<file path="src/rtl/sensors_acquisition.sv">
// Scans five serial greenhouse sensors and publishes one packed 40-bit reading frame atomically.
// Optional build macro SENSOR_RANGE_CHECK_EN rejects readings outside [TEMP_MIN, TEMP_MAX].
module sensors_acquisition #(
  parameter int unsigned BIT_DIV  = 4,
  parameter int unsigned TIMEOUT  = 16,
  parameter logic [7:0]  TEMP_MIN = 8'd0,
  parameter logic [7:0]  TEMP_MAX = 8'd60
) (
  input  logic        clk_i,
  input  logic        rst_i,
  input  logic        start_i,
  input  logic [4:0]  sensor_sd_i,
  output logic [4:0]  sensor_req_o,
  output logic [39:0] sensors_data_o,
  output logic [4:0]  sensors_en_o,
  output logic [4:0]  sensor_err_o,
  output logic        frame_valid_o,
  output logic        busy_o,
  output logic [2:0]  state_dbg_o
);

  // Handshake: start_i is a level request accepted only in IDLE; frame_valid_o is a
  // one-cycle strobe with no back-pressure, and the frame stays on the outputs until the next one.
  typedef enum logic [2:0] {
    S_IDLE    = 3'd0,
    S_REQ     = 3'd1,
    S_WAIT    = 3'd2,
    S_DATA    = 3'd3,
    S_STOP    = 3'd4,
    S_PUBLISH = 3'd5
  } state_t;

  state_t      state, next_state;
  logic [2:0]  k;
  logic [11:0] cnt;
  logic [3:0]  bit_idx;
  logic [7:0]  rx;
  logic [39:0] sh_data, out_data;
  logic [4:0]  sh_en, sh_err, out_en, out_err;
  logic        sd_k;
  logic [11:0] sample_at;
  logic        in_range;
  logic        resolve;
  logic [7:0]  res_byte;
  logic        res_en, res_err;

  assign sd_k = sensor_sd_i[k];
  // cnt is 0 at the start-bit cycle, so bit n (and the stop bit at n=8) sits mid-period here.
  assign sample_at = 12'((32'(bit_idx) + 32'd1) * BIT_DIV + BIT_DIV / 2);

`ifdef SENSOR_RANGE_CHECK_EN
  assign in_range = (rx >= TEMP_MIN) && (rx <= TEMP_MAX);
`else
  logic unused_range_params;
  assign unused_range_params = ^{TEMP_MIN, TEMP_MAX};
  assign in_range = 1'b1;
`endif

  always_ff @(posedge clk_i) begin
    if (rst_i) state <= S_IDLE;
    else       state <= next_state;
  end

  always_comb begin
    next_state   = state;
    sensor_req_o = 5'b00000;
    resolve      = 1'b0;
    res_byte     = 8'h00;
    res_en       = 1'b0;
    res_err      = 1'b0;
    case (state)
      S_IDLE: if (start_i) next_state = S_REQ;
      S_REQ: begin
        sensor_req_o = 5'(5'b00001 << k);
        next_state   = S_WAIT;
      end
      S_WAIT: begin
        if (sd_k) next_state = S_DATA;
        else if (cnt == 12'(TIMEOUT - 1)) resolve = 1'b1;
      end
      S_DATA: if (cnt == sample_at && bit_idx == 4'd7) next_state = S_STOP;
      S_STOP: begin
        if (cnt == sample_at) begin
          resolve = 1'b1;
          if (!sd_k && in_range) begin
            res_byte = rx;
            res_en   = 1'b1;
          end else begin
            res_err  = 1'b1;
          end
        end
      end
      S_PUBLISH: next_state = S_IDLE;
      default:   next_state = S_IDLE;
    endcase
    if (resolve) next_state = (k == 3'd4) ? S_PUBLISH : S_REQ;
  end

  always_ff @(posedge clk_i) begin
    if (rst_i) begin
      k        <= 3'd0;
      cnt      <= 12'd0;
      bit_idx  <= 4'd0;
      rx       <= 8'h00;
      sh_data  <= 40'h0;
      sh_en    <= 5'b0;
      sh_err   <= 5'b0;
      out_data <= 40'h0;
      out_en   <= 5'b0;
      out_err  <= 5'b0;
    end else begin
      case (state)
        S_REQ: cnt <= 12'd0;
        S_WAIT: begin
          cnt     <= sd_k ? 12'd1 : cnt + 12'd1;
          bit_idx <= 4'd0;
        end
        S_DATA: begin
          cnt <= cnt + 12'd1;
          if (cnt == sample_at) begin
            rx      <= {rx[6:0], sd_k};
            bit_idx <= bit_idx + 4'd1;
          end
        end
        S_STOP: cnt <= cnt + 12'd1;
        S_PUBLISH: begin
          out_data <= sh_data;
          out_en   <= sh_en;
          out_err  <= sh_err;
          k        <= 3'd0;
        end
        default: ;
      endcase
      if (resolve) begin
        sh_data[{k, 3'b000} +: 8] <= res_byte;
        sh_en[k]                  <= res_en;
        sh_err[k]                 <= res_err;
        k                         <= k + 3'd1;
      end
    end
  end

  // The shadow frame is shown directly during PUBLISH so the strobe and the new data coincide.
  assign sensors_data_o = (state == S_PUBLISH) ? sh_data : out_data;
  assign sensors_en_o   = (state == S_PUBLISH) ? sh_en   : out_en;
  assign sensor_err_o   = (state == S_PUBLISH) ? sh_err  : out_err;
  assign frame_valid_o  = (state == S_PUBLISH);
  assign busy_o         = (state != S_IDLE) && (state != S_PUBLISH);
  assign state_dbg_o    = state;

endmodule

</file>
<file path="config.mk">
export PLATFORM = sky130hd
export DESIGN_NAME = sensors_acquisition
export DESIGN_NICKNAME = d
export VERILOG_FILES = /design/src/rtl/sensors_acquisition.sv
export SDC_FILE = /design/constraint.sdc
export NUM_CORES = 1
export LEC_CHECK = 0
export BUFFER_PORTS_ARGS = -buffer_cell sky130_fd_sc_hd__buf_2
export CAP_MARGIN = 10
export CELL_PAD_IN_SITES_DETAIL_PLACEMENT = 0
export CELL_PAD_IN_SITES_GLOBAL_PLACEMENT = 1
export CORE_MARGIN = 2
export CORE_UTILIZATION = 49
export DETAILED_ROUTE_END_ITERATION = 10
export MAX_ROUTING_LAYER = met4
export PLACE_DENSITY_LB_ADDON = 0.1
export SLEW_MARGIN = 15
export SYNTH_ARGS = -nofsm -noshare
export SYNTH_HDL_FRONTEND = slang
export SYNTH_SLANG_ARGS = --single-unit
</file>
<file path="constraint.sdc">
create_clock -name clk_i -period 6.7 [get_ports clk_i]
set_input_delay 0.335 -clock clk_i [delete_from_list [all_inputs] [get_ports clk_i]]
set_output_delay 0.335 -clock clk_i [all_outputs]
set_load 0.05 [all_outputs]
</file>
* Yosys cells after proc, flatten, opt, wreduce, memory -nomap -nowiden
Index checks and enable logic that the tools add are counted.
** Word-level totals
- Register bits :: 130
- Input port bits :: 8
** Cells by class
- Add/subtract/negate cells :: 6
- Magnitude comparators :: 2
- Eq/ne operators :: 15
- Shift operators :: 3
- Multiplexer cells :: 36
- Reductions and logical operators :: 12
** Operators with widths (number)
- $bwmux 40 :: 1
- $mux 40 :: 1
- $shift 8x8->40 const A :: 1
- $shiftx 8x8->40 :: 1
- $pmux 12 s3 :: 1
- $mux 8 :: 3
- $mux 3 :: 7
- $mux 5 :: 3
- $pmux 3 s5 :: 1
- $add 12x1->12 const B :: 1
- $eq 12x4->1 const B :: 1
- $eq 12x8->1 :: 1
- $mux 12 :: 1
- $ne 3x3->1 const B :: 4
- $mux 1 :: 11
- $bwmux 5 :: 2
- $eq 3x3->1 const B :: 3
- $add 7x2->8 const B :: 1
- $neg 6->8 :: 1
- $pmux 4 s2 :: 1
- $eq 3x2->1 const B :: 2
- $reduce_bool 3->1 :: 2
- $add 4x1->5 const B :: 1
- $shl 1x3->5 const A :: 1
- other kinds (17) :: 22

* Longest topological paths before layout
Gate-level depths: netlist of run 1.
- Word-level depth :: 7
- Mapped depth :: 10

* Least setup slack after synthesis of run 1
Ideal clock, no wire load.
- Path type :: flip-flop to flip-flop
- Start :: register bit_idx[0]
- End :: register bit_idx[3]
- Arrival :: 2.354 ns
- Path slack :: 4.275 ns
- Stages on the path, launching flop included :: 8
- Path buffers :: 1
- Cells stage by stage :: dfxtp_1 -> ha_1 -> or3b_1 -> a211o_1 -> a211o_2 -> buf_6 -> or4_1 -> a21oi_1
** Between the ends
- Cells in the longest elaborated chain, start to end :: 5
** RTL lines
- start, declared :: line 36 : logic [3:0] bit_idx;
- start signal, assigned :: line 122 : bit_idx <= bit_idx + 4'd1;
- $add 4x1->5 :: line 49 : assign sample_at = 12'((32'(bit_idx) + 32'd1) * BIT_DIV + BIT_DIV / 2);
- $add 7x2->8 :: line 49
- $eq 12x8->1 :: line 120 : if (cnt == sample_at) begin
- $ne 2x2->1 (no source line)
- $reduce_and 2->1 (no source line)
Several ways; a longest one is shown, not always the timed one. The select of a mux whose other input is x is not followed.
A chain may end at the register's enable or synchronous reset.

* Final worst setup path of run 1
- Start :: register k[0]
- End :: register sh_data[28]
** Between the ends
- Cells in the longest elaborated chain, start to end :: 7
** RTL lines
- start, declared :: line 34 : logic [2:0] k;
- start signal, assigned :: line 138 : k <= k + 3'd1;
- $bmux 1 s3 :: line 47 : assign sd_k = sensor_sd_i[k];
- $mux 1 (implied by the code) :: line 47
- $mux 8 :: line 85 : if (!sd_k && in_range) begin
- $mux 8 :: line 83 : if (cnt == sample_at) begin
- $mux 8 :: line 71 : case (state)
- $shiftx 8x8->40 :: line 135 : sh_data[{k, 3'b000} +: 8] <= res_byte;
- $bwmux 40 :: line 135
- end signal, assigned by index :: line 135
- end, declared :: line 38 : logic [39:0] sh_data, out_data;
Several ways; a longest one is shown, not always the timed one. The select of a mux whose other input is x is not followed.

==> results.json, run 1 <==
{
  "timing.final.crit_share": 0.483,
  "yosys.area.top_type": "dfxtp_1",
  "htreeDepth": 4,
  "synth-async-reset-ratio": 0,
  "synth-seq-area-share": 0.440,
  "multi_input_area_um2": 3130,
  "cpLargestDelayFamily": "simple AND/OR/NAND/NOR gates",
  "critPathSlowestCell": "dfxtp_1",
  "synth_most_common_cell": "dfxtp_1",
  "rows": 40,
  "initial_core_util": 0.497,
  "insertion_delay_ps": 420,
  "fillers": 1078,
  "antennaDiodeCount": 0,
  "clk_pin_slew_ps": 50,
  "grt_usage": 0.208,
  "netlist_instances": 600,
  "crit_top_cell": "ha_1",
  "worstPathRequired_ps": 6970,
  "nets": 671,
  "ys_seq_elements": 130,
  "routed_wl_mm": 12.3,
  "synthTopCellsByArea": "dfxtp_1, mux2_2, mux2i_1",
  "cts_sinks": 130,
  "p_sw_w": 0.000388,
  "synth_edf_count": 0,
  "routedWlPerCell_um": 15.1,
  "remaining_drc_errors": 0,
  "ir_drop_v": 0.000181,
  "switching_share": 0.226,
  "relSlewSlack": 0.238,
  "portBuffers": 67,
  "first_iter_violations": 265,
  "dieWidth_um": 114,
  "place_congestion": 0.782,
  "hold_ws_ps": 238,
  "crit_fanout": 21,
  "p_clk_frac": 0.513,
  "maxCapViolations": 0,
  "top_level_ports": 68,
  "grt_pass1_vias": 4129,
  "fin_util": 0.577,
  "syn_nets": 618,
  "area_growth_syn_to_layout_pct": 16.2,
  "die_area_um2": 13000,
  "max_freq_mhz": 309,
  "drive_above_1_share": 0.255,
  "cp-start-kind": "register",
  "syn_area_per_cell_um2": 9.86,
  "rsz0062_at_grt": "no",
  "synth_common_cells": "dfxtp_1, nor2b_1, mux2_2",
  "combPwrFrac": 0.033,
  "synth-main-ff-cell": "dfxtp_1",
  "arrival_ps": 3510,
  "post_cts_buffers": 0,
  "intPower_w": 0.00133,
  "p_per_area_nw_per_um2": 250,
  "max_stage_delay_ps": 860,
  "grt_pass1_wl_mm": 20.6,
  "die_h_um": 114,
  "critPathKind": "reg -> reg",
  "fin_crit_ps": 3230,
  "antenna_found_initial": 0,
  "syn-cell-area_um2": 5920,
  "ctsHoldBuffers": 0,
  "first_pass_iters": 5,
  "cts_resized": 0,
  "final_hold_viol_count": 0,
  "seq_area_um2": 2600,
  "dp_hpwl_mm": 8.17,
  "ctsLongestPathBuffers": 2,
  "tightestPinTransition_ps": 1140,
  "seqPwrFrac": 0.454,
  "cts_made_buffers": 17,
  "vias": 4281,
  "p_leak_nw": 2.99,
  "drv_slew": 0,
  "synth_top_area_frac": 0.440,
  "cp_cell_sequence": "inv_1, ha_1, ha_1, nor2b_1, nand3_1, nor3_2, a41oi_2, mux2i_1",
  "netlist-cell-type-count": 55,
  "path_buf_inv": 1,
  "root_buffer": "clkbuf_16",
  "end_kind": "register",
  "synth_warnings": 0,
  "drtAntennaViolNets": 0,
  "vias_per_cell": 5.27,
  "grt_overflow": 0,
  "status": "completed",
  "hold_class": "in -> reg",
  "fin_worst_skew_ps": 10.9,
  "setup_viol": 0,
  "grt_max_degree": 70,
  "cts_tree": "yes",
  "setup_tns_ps": 0,
  "coreArea_um2": 11900
}
-- kinds of logic (layout without fill, tap and decap cells) --
| group | Yosys count | count (layout) | share of synthesized area |
|---|---|---|---|
| AOI/OAI and AO/OA | 63 | 63 | 0.0713 |
| xor gates and xnor gates | 17 | 17 | 0.0252 |
| DFF | 130 | 130 | 0.440 |
| and+or+nand+nor | 238 | 238 | 0.232 |
| muxes | 100 | 100 | 0.180 |
| adders and majority gates | 10 | 10 | 0.0212 |
| buffers and inverters | 42 | 108 | 0.0307 |
-- layout by cell type (no fill, tap or decap), types with 3 or more instances in the layout --
cell type and instances:
dfxtp_1 130, buf_2 66, nor2b_1 53, mux2_2 51, mux2i_1 49, nand2b_1 48
nor2_1 38, nand2_1 24, a21oi_1 21, nand3_1 19, clkbuf_16 17, o21ai_0 15
xor2_1 10, ha_1 10, nand3b_1 9, nor3_1 8, inv_1 7, and2_1 7
xnor2_1 7, nor3b_1 4, nand4_1 4, nor3_2 4, and3_1 4, a211oi_1 4
clkinv_2 4, clkinv_4 3, clkinvlp_4 3, clkbuf_8 3, buf_4 3
-- registers in the layout, summed over array words and instances (netlist names) --
signal       count
bit_idx          4
cnt             12
k                3
out_data        40
out_en           5
out_err          5
rx               8
sh_data         40
sh_en            5
sh_err           5
state_dbg_o      3
-- stage by stage --
step,cells,power (W),setup WS [ps],cell area (µm²)
global route,813,0.00179,3170,6870
floorplan,600,0.000841,4280,5920
CTS,813,0.00174,3450,6870
finish,813,0.00172,3470,6870
detailed placement,781,0.000855,3520,6300
global placement,781,0.000854,3660,6300
-- final cells by class --
| class | instances | share of cell area |
|---|---|---|
| clock buffers | 20 | 0.0679 |
| clock inverters | 12 | 0.0157 |
| flip-flops and latches | 130 | 0.379 |
| multi-input cells | 428 | 0.456 |
| well taps | 147 | 0.0268 |
| inverters | 7 | 0.00382 |
| repair buffers | 69 | 0.0513 |
-- path summary, 6_finish.rpt --
path / start / to / slack [ps] / depth (start not counted)
max: k[0] / sh_data[28] / 3470 / 8
min reg2reg: sh_data[26] / sh_data[26] / 470 / 2
min: sensor_sd_i[1] / sh_err[1] / 240 / 3
max reg2reg: k[0] / sh_data[28] / 3470 / 8
-- power groups by stage --
stage	sequential, W	combinational [W]	clock [W]
after floorplan	0.000798	0.0000431	0
after global placement	0.000798	0.0000562	0
after detailed placement	0.000798	0.0000569	0
after CTS	0.000781	0.0000571	0.000904
after global routing	0.000782	0.0000635	0.000945
final	0.000781	0.0000568	0.000882
-- layer usage --
metal	vias up	GRT usage	wire length [µm]
met5	-	-	0
met4	0	0.0642	99
met3	10	0.0553	499
met2	80	0.325	5880
met1	2019	0.267	5780
li1	2172	-	-
-- tightest hold or removal path: stages --
cell     delay (ps)
buf_2           120
nand4_1          90
a21oi_1          60
Power figures use the tool's default switching activity.
==> run 2, diff against run 1 <==
- CORE_UTILIZATION: 49 -> 45
- clock period: 6.7 -> 3.3 ns (I/O delays scaled with it)
==> run 2 against run 1 <==
Power grew 110%. Flip-flop and latch count unchanged. Critical path type unchanged. Global-route usage shrank 0.22 points. Sequential share of layout area down 0.87 points. Count of clock-buffer cells in the layout grew 3. Utilization decreased by 2.4 points. Largest cell class unchanged. Worst hold slack got worse by 160 ps. Largest power group unchanged. Register-to-register slack worse by 3100 ps. Final area increased by 2.3%. Critical path depth decreased by 1. Die area increased by 8.6%.
==> results.json, run 2 (synthesis results as in run 1) <==
{
  "status": "completed",
  "tightestPinTransition_ps": 1170,
  "place_congestion": 0.838,
  "die_area_um2": 14100,
  "die_h_um": 119,
  "antenna_found_initial": 0,
  "nets": 681,
  "drtAntennaViolNets": 0,
  "cts_resized": 0,
  "max_freq_mhz": 344,
  "max_stage_delay_ps": 470,
  "timing.final.crit_share": 0.881,
  "portBuffers": 67,
  "holdCritStartpoint": "sensor_sd_i[1]",
  "insertion_delay_ps": 410,
  "fillers": 1209,
  "vias": 4359,
  "antennaDiodeCount": 0,
  "root_buffer": "clkbuf_16",
  "cts_sinks": 130,
  "final_common_cell": "dfxtp_1",
  "rsz0062_at_grt": "no",
  "final_hold_viol_count": 0,
  "ctsHoldBuffers": 0,
  "largest_registers": "out_data x40, sh_data x40, cnt x12",
  "cts_made_buffers": 17,
  "grt_util_met2": 0.335,
  "drv_slew": 0,
  "layout_common_cells": "dfxtp_1, buf_2, nor2b_1",
  "initial_core_util": 0.465,
  "dp_hpwl_mm": 9.33,
  "hold_ws_ps": 80.1,
  "maxCapViolations": 0,
  "crit_fanout": 14,
  "placed_area_um2": 6410,
  "path_buf_inv": 0,
  "remaining_drc_errors": 0,
  "dieWidth_um": 119,
  "cp_cell_sequence": "ha_1, or3b_1, a211o_1, a211o_2, nor3_2, nand3b_1, mux2i_1",
  "critPathSlowestCell": "nor3_2",
  "coreArea_um2": 12700,
  "routed_wl_mm": 13.5,
  "worstPathRequired_ps": 3630,
  "cpLargestDelayFamily": "simple AND/OR/NAND/NOR gates",
  "finalInstanceArea_um2": 7040,
  "first_pass_iters": 5,
  "cts_tree": "yes",
  "grt_overflow": 0,
  "fin_worst_skew_ps": 7.70,
  "top_level_ports": 68,
  "setup_viol": 0,
  "critPathKind": "reg -> reg",
  "placed_cells": 816,
  "fin_crit_ps": 2910,
  "rows": 41,
  "r2r_start": "bit_idx[0]",
  "grt_usage": 0.206,
  "end_kind": "register",
  "htreeDepth": 4,
  "setup_tns_ps": 0,
  "crit_start": "bit_idx[0]",
  "clk_pin_slew_ps": 60,
  "area_growth_syn_to_layout_pct": 18.9,
  "grt_pass1_vias": 4271,
  "ctsLongestPathBuffers": 2,
  "vias_per_cell": 5.15,
  "first_iter_violations": 301,
  "ir_drop_v": 0.000433,
  "grt-busiest-layer": "met2",
  "arrival_ps": 3230,
  "relSlewSlack": 0.217,
  "cp-start-kind": "register",
  "grt_max_degree": 90,
  "groute.layer.met3.usage": 0.0492,
  "layout.cells.non_filler": 846,
  "p_per_area_nw_per_um2": 525,
  "hold_class": "in -> reg",
  "grt_pass1_wl_mm": 22.3,
  "p_leak_nw": 3.07,
  "routedWlPerCell_um": 16.0,
  "drive_above_1_share": 0.264,
  "grtUsageMet1": 0.255,
  "post_cts_buffers": 0
}
run 2: cell types whose count changed in the layout (fill, tap and decap cells not counted), sizes merged:
cell | previous run | this run
clkbuf | 20 | 23
bufinv | 1 | 3
clkinvlp | 3 | 0
clkinv | 7 | 3
buf | 69 | 79
run 2: final timing paths:
kind / slack [ps] / depth (start not counted) / to
max reg2reg: 390 / 7 / sh_data[9]
min reg2reg: 480 / 2 / sh_en[2]
min: 80 / 3 / sh_err[1]
max: 390 / 7 / sh_data[9]
run 2: worst register-to-register path: stages, from the launching register on:
cell and delay (ps):
dfxtp_1 420, ha_1 290, or3b_1 370, a211o_1 310, a211o_2 450, nor3_2 480, nand3b_1 290, mux2i_1 220
run 2: where the power goes:
group          switching (W)  internal, W
sequential         0.0000125      0.00157
clock               0.000678      0.00131
combinational      0.0000805    0.0000408
total               0.000771      0.00292
run 2: area by class of cell:
class	count	area, µm²	share of cell area
Clock buffer	23	508	0.0722
Clock inverter	7	121	0.0173
Inverter	7	26.3	0.00373
Multi-Input combinational cell	428	3130	0.445
Sequential cell	130	2600	0.370
Tap cell	172	215	0.0306
Timing Repair Buffer	79	428	0.0608
run 2: layer usage:
metal  routed length [µm]  vias to the layer above  share of wire
met3                  443                        7          0.033
met1                 6240                     2086           0.46
met5                    0                        -              0
li1                     -                     2181              -
met2                 6700                       85           0.50
met4                  112                        0         0.0083
run 2: through the flow:
| step | setup WS [ps] | utilization | total power, W |
|---|---|---|---|
| 5_1_grt | 135 | 0.553 | 0.00382 |
| 3_3_place_gp | 522 | 0.504 | 0.00174 |
| 2_1_floorplan | 875 | - | 0.00171 |
| 4_1_cts | 373 | 0.553 | 0.00374 |
| 3_5_place_dp | 396 | 0.504 | 0.00174 |
| 6_report | 393 | 0.553 | 0.00369 |
